**src/rtl/truth_table_sweeper.sv**
```systemverilog
// truth_table_sweeper
//   Exhaustive stimulus engine for an N_IN-input combinational function.
//   On start it walks stim through 0..2^N_IN-1, holding each code HOLD
//   cycles, samples resp on the last cycle of each hold and compares it to
//   EXPECTED[code]. Reports mismatch count, lowest failing code, pass/fail.
//
//   Optional: define TRUTH_TABLE_SWEEPER_SIG_EN to add a CRC-16 (0x1021,
//   seed FFFF) signature of all sampled responses on output sig.
//
// Ports
//   clk            rising-edge clock
//   rst            synchronous active-high reset
//   start          launch a sweep (honoured in IDLE / DONE)
//   abort          cancel the running sweep (honoured in DRIVE)
//   resp           response of the function under test
//   stim[N_IN]     registered code to the function under test (MSB = a)
//   busy           sweep in progress
//   done           sweep completed
//   pass           done and no mismatches
//   err_cnt[N_IN+1] mismatches this sweep
//   first_fail     lowest failing code
//   first_fail_vld first_fail holds a captured code
//   sig[16]        response signature (only with TRUTH_TABLE_SWEEPER_SIG_EN)
module truth_table_sweeper #(
  parameter int N_IN = 4,
  parameter int HOLD = 20,
  parameter logic [(1<<N_IN)-1:0] EXPECTED = 16'hB2C4
) (
  input  logic            clk,
  input  logic            rst,
  input  logic            start,
  input  logic            abort,
  input  logic            resp,
  output logic [N_IN-1:0] stim,
  output logic            busy,
  output logic            done,
  output logic            pass,
  output logic [N_IN:0]   err_cnt,
  output logic [N_IN-1:0] first_fail,
  output logic            first_fail_vld
`ifdef TRUTH_TABLE_SWEEPER_SIG_EN
  ,
  output logic [15:0]     sig
`endif
);

  // hold counter needs at least one bit even when HOLD == 1
  localparam int HW = (HOLD > 1) ? $clog2(HOLD) : 1;

  typedef enum logic [1:0] {IDLE, DRIVE, DONE} state_t;

  state_t          state, state_nxt;
  logic [N_IN-1:0] code;
  logic [HW-1:0]   hold;
  logic            hold_end, smp, miss, last;
  logic [N_IN:0]   err_nxt;

  assign hold_end = (hold == HW'(HOLD - 1));
  // abort suppresses the sample on its own edge, including the final one
  assign smp      = (state == DRIVE) && !abort && hold_end;
  assign miss     = smp && (resp != EXPECTED[code]);
  assign last     = (code == {N_IN{1'b1}});
  assign err_nxt  = err_cnt + {{N_IN{1'b0}}, miss};

  assign stim = code;
  assign busy = (state == DRIVE);
  assign done = (state == DONE);

  always_comb begin
    state_nxt = state;
    case (state)
      IDLE, DONE: if (start) state_nxt = DRIVE;
      DRIVE: begin
        if (abort)            state_nxt = IDLE;
        else if (smp && last) state_nxt = DONE;
      end
      default: state_nxt = IDLE;
    endcase
  end

  always_ff @(posedge clk) begin
    if (rst) state <= IDLE;
    else     state <= state_nxt;
  end

  always_ff @(posedge clk) begin
    if (rst) begin
      code           <= '0;
      hold           <= '0;
      pass           <= 1'b0;
      err_cnt        <= '0;
      first_fail     <= '0;
      first_fail_vld <= 1'b0;
    end else begin
      case (state)
        IDLE, DONE: begin
          if (start) begin
            code           <= '0;
            hold           <= '0;
            pass           <= 1'b0;
            err_cnt        <= '0;
            first_fail     <= '0;
            first_fail_vld <= 1'b0;
          end
        end
        DRIVE: begin
          if (abort) begin
            // partial counts stay visible for debug
            code <= '0;
            hold <= '0;
            pass <= 1'b0;
          end else if (!hold_end) begin
            hold <= hold + 1'b1;
          end else begin
            err_cnt <= err_nxt;
            if (miss && !first_fail_vld) begin
              first_fail     <= code;
              first_fail_vld <= 1'b1;
            end
            if (!last) begin
              code <= code + 1'b1;
              hold <= '0;
            end else begin
              pass <= (err_nxt == '0);
            end
          end
        end
        default: ;
      endcase
    end
  end

`ifdef TRUTH_TABLE_SWEEPER_SIG_EN
  logic sig_fb;
  assign sig_fb = sig[15] ^ resp;

  always_ff @(posedge clk) begin
    if (rst)
      sig <= 16'hFFFF;
    else if ((state != DRIVE) && start)
      sig <= 16'hFFFF;
    else if (smp)
      sig <= {sig[14:0], 1'b0} ^ (sig_fb ? 16'h1021 : 16'h0000);
  end
`endif

endmodule

```
**config.mk**
```make
export PLATFORM = sky130hd
export DESIGN_NAME = truth_table_sweeper
export DESIGN_NICKNAME = d
export VERILOG_FILES = /design/src/rtl/truth_table_sweeper.sv
export SDC_FILE = /design/constraint.sdc
export NUM_CORES = 1
export LEC_CHECK = 0
export CORE_ASPECT_RATIO = 0.9
export CORE_MARGIN = 3
export CORE_UTILIZATION = 25
export CTS_CLUSTER_DIAMETER = 200
export DETAILED_ROUTE_END_ITERATION = 8
export GPL_TIMING_DRIVEN = 0
export PLACE_DENSITY_LB_ADDON = 0.1
export SLEW_MARGIN = 20
export SYNTH_ARGS = -nofsm -noshare
export SYNTH_HDL_FRONTEND = slang
export SYNTH_SLANG_ARGS = --single-unit
```
**constraint.sdc**
```tcl
create_clock -name clk -period 3.75 [get_ports clk]
set_input_delay 0.5625 -clock clk [delete_from_list [all_inputs] [get_ports clk]]
set_output_delay 0.5625 -clock clk [all_outputs]
set_load 0.005 [all_outputs]
```
==> results_dict.tcl <==
set metrics [dict create \
    end_kind "flop" \
    yosys_most_used_dff "dfxtp_1" \
    ctsLongestPathBuffers 2 \
    cts_sinks 23 \
    syn_nets 152 \
    power.switching_w 0.000110 \
    rsz0062_at_grt "false" \
    synth_compound_area_frac 0.105 \
    nNetsFinal 178 \
    gp_congestion 0.747 \
    layout_commonest_cell "dfxtp_1" \
    slew_headroom 0.610 \
    final.setup.tns_ps 0 \
    setup_viol 0 \
    core-area_um2 4580 \
    yosysSeqAreaShare 0.376 \
    ys_warn_count 0 \
    cts_buffers 3 \
    ioPinCount 22 \
    critical_path.max_fanout 8 \
    die_x_um 79.7 \
    p_seq_frac 0.555 \
    synth_edf_count 0 \
    hp-class "reg -> reg" \
    clockPowerShare 0.352 \
    cpMostUsedCell "ha_1" \
    critPathBufInv 2 \
    fmax_mhz 331 \
    drt_iter0_drc 70 \
    swShare 0.246 \
    routed_wl_um 3210 \
    tightest_slew_ps 583 \
    synthesis.instances 143 \
    grt_overflow_total 0 \
    post_synth_and_or_nand_nor_area_fraction 0.331 \
    syn2layout_area_growth_pct 27.3 \
    hold_viol 0 \
    num_vias 1142 \
    clk_pin_slew_ps 80 \
    clock_skew_ps 1.78 \
    p_per_area_nw_per_um2 287 \
    antenna-diode-count 0 \
    grt_pass1_wl_um 5350 \
    whs_ps 464 \
    num_rows 23 \
    hpwl_um 2400 \
    slowest_stage "clkdlybuf4s50_1" \
    critical_path.max_stage_delay_ps 480 \
    power.internal_w 0.000337 \
    port_buffers 21 \
    die_y_um 72.4 \
    status "complete, no violations" \
    synth_area_um2 1220 \
    comb_power_share 0.093 \
    ys_ff_latch 23 \
    post-cts-setup-buffers 0 \
    final.min_clock_period_ps 3020 \
    root_buffer "clkbuf_8" \
    grt_start_max_net_pins 14 \
    synth_mux_area_frac 0.0818 \
    finalPower_w 0.000447 \
    arrival_ps 3220 \
    crit_path_start_kind "input port" \
    routedWlPerCell_um 14.0 \
    routed_via_density 4.97 \
    synth_area_per_cell_um2 8.56 \
    drc_errors 0 \
    setup.worst_path.class "in -> reg" \
    cts_tree "done" \
    antenna_found_initial 0 \
    start_util 0.267 \
    synth_adder_area_share 0.0409 \
    yosys.area_share.xor_xnor 0.0429 \
    synth_top_family_by_area "simple AND/OR/NAND/NOR gates" \
    power.leakage_nw 0.552 \
    grt_pass1_vias 1110 \
    htree_num_levels 1 \
    die_area_um2 5770 \
    cts-resized-gates 0 \
    path_cells "clkdlybuf4s50_1 -> or3b_2 -> buf_6 -> nor3_1 -> ha_1 -> ha_1 -> nor4_1 -> nand3_1 -> or2_1 -> a21oi_1" \
    critical_path.top_delay_family "simple AND/OR/NAND/NOR gates" \
    synthDistinctLibCells 40 \
    crit_required_ps 3950 \
    mostFrequentLayoutCells "23 x dfxtp_1, 21 x clkdlybuf4s50_1, 16 x nand3_1, 16 x nor2_1, 15 x nand2_1" \
    drive_above_1_share 0.0893 \
    drtAntennaViolNets 0 \
    ir_worst_vdd_uv 119 \
    cts_hold_buf 0 \
    dr.pass1.iters 4 \
    min_period_over_period 0.805 \
    drv_cap 0 \
    drv_slew 0 \
    clock_latency_ps 260 \
    grt_usage 0.118 \
    async_flop_share 0 \
]
==> synth_stat cells (all sizes together), types with 3 or more instances <==
| cell type | instances | area share |
|---|---|---|
| nand2 | 15 | 0.046 |
| a21oi | 11 | 0.045 |
| mux2 | 3 | 0.031 |
| nor3 | 5 | 0.020 |
| a31oi | 3 | 0.015 |
| mux2i | 5 | 0.051 |
| nor4 | 3 | 0.015 |
| xnor2 | 3 | 0.021 |
| ha | 4 | 0.041 |
| and2b | 3 | 0.021 |
| nand3 | 16 | 0.065 |
| nand4 | 3 | 0.015 |
| dfxtp | 23 | 0.38 |
| xor2 | 3 | 0.021 |
| clkbuf | 3 | 0.0092 |
| nand2b | 3 | 0.015 |
| nor2 | 16 | 0.049 |
==> power by group through the flow <==
stage	logic, W	clock network [W]	registers [W]
2_1_floorplan	0.0000256	0	0.000253
3_3_place_gp	0.0000418	0	0.000254
3_5_place_dp	0.0000419	0	0.000254
4_1_cts	0.0000423	0.000167	0.000248
5_1_grt	0.0000459	0.000180	0.000248
6_report	0.0000416	0.000157	0.000248
==> sequential cells by signal, indices dropped and copies added, names as in the netlist, named ones only <==
signal / flops
first_fail_vld: 1
stim: 4
pass: 1
err_cnt: 5
state: 2
first_fail: 4
hold: 5
==> layout make-up <==
cell class                      instances  area (um^2)
Fill cell                             487         3020
Clock inverter                          1         5.00
Inverter                                1         3.75
Timing Repair Buffer                   21          210
Multi-Input combinational cell        115          737
Tap cell                               62         77.6
Sequential cell                        23          460
Clock buffer                            3         41.3
Buffer                                  4         22.5
==> per-stage QoR <==
stage               instance area (um^2)  utilization  worst slack (ps)  std cells
global placement                    1510        0.330               461        226
CTS                                 1560        0.340               715        230
detailed placement                  1510        0.330               445        226
finish                              1560        0.340               730        230
floorplan                           1220            -              1220        143
global route                        1560        0.340               509        230
==> per-layer routing <==
metal,part of all wire,GRT usage
met2,0.47,0.198
met3,0.042,0.0385
met1,0.48,0.155
met5,0,0
met4,0.0041,0.0113
==> tightest hold or removal path, stage by stage (launching register included) <==
cell     delay [ps]
dfxtp_1         320
nand2_1          50
a21oi_1          50
==> final timing paths <==
path / start / end / slack, ps / depth (start not counted)
worst max register to register: state[0]$_SDFFE_PP0P_ / pass$_SDFFE_PP0P_ / 1040 / 9
worst max-delay path: abort / pass$_SDFFE_PP0P_ / 730 / 10
worst min register to register: pass$_SDFFE_PP0P_ / pass$_SDFFE_PP0P_ / 460 / 2
worst min-delay path: pass$_SDFFE_PP0P_ / pass$_SDFFE_PP0P_ / 460 / 2
==> cells by family (layout without fill, tap and decap cells) <==
| kind of cell | after synthesis | count (layout) |
|---|---|---|
| and+or+nand+nor | 76 | 76 |
| DFF | 23 | 23 |
| AOI/OAI and AO/OA | 21 | 21 |
| muxes | 8 | 8 |
| xor gates and xnor gates | 6 | 6 |
| buffers and inverters | 5 | 30 |
| adders and majority gates | 4 | 4 |
(Power assumes the default switching activity.)
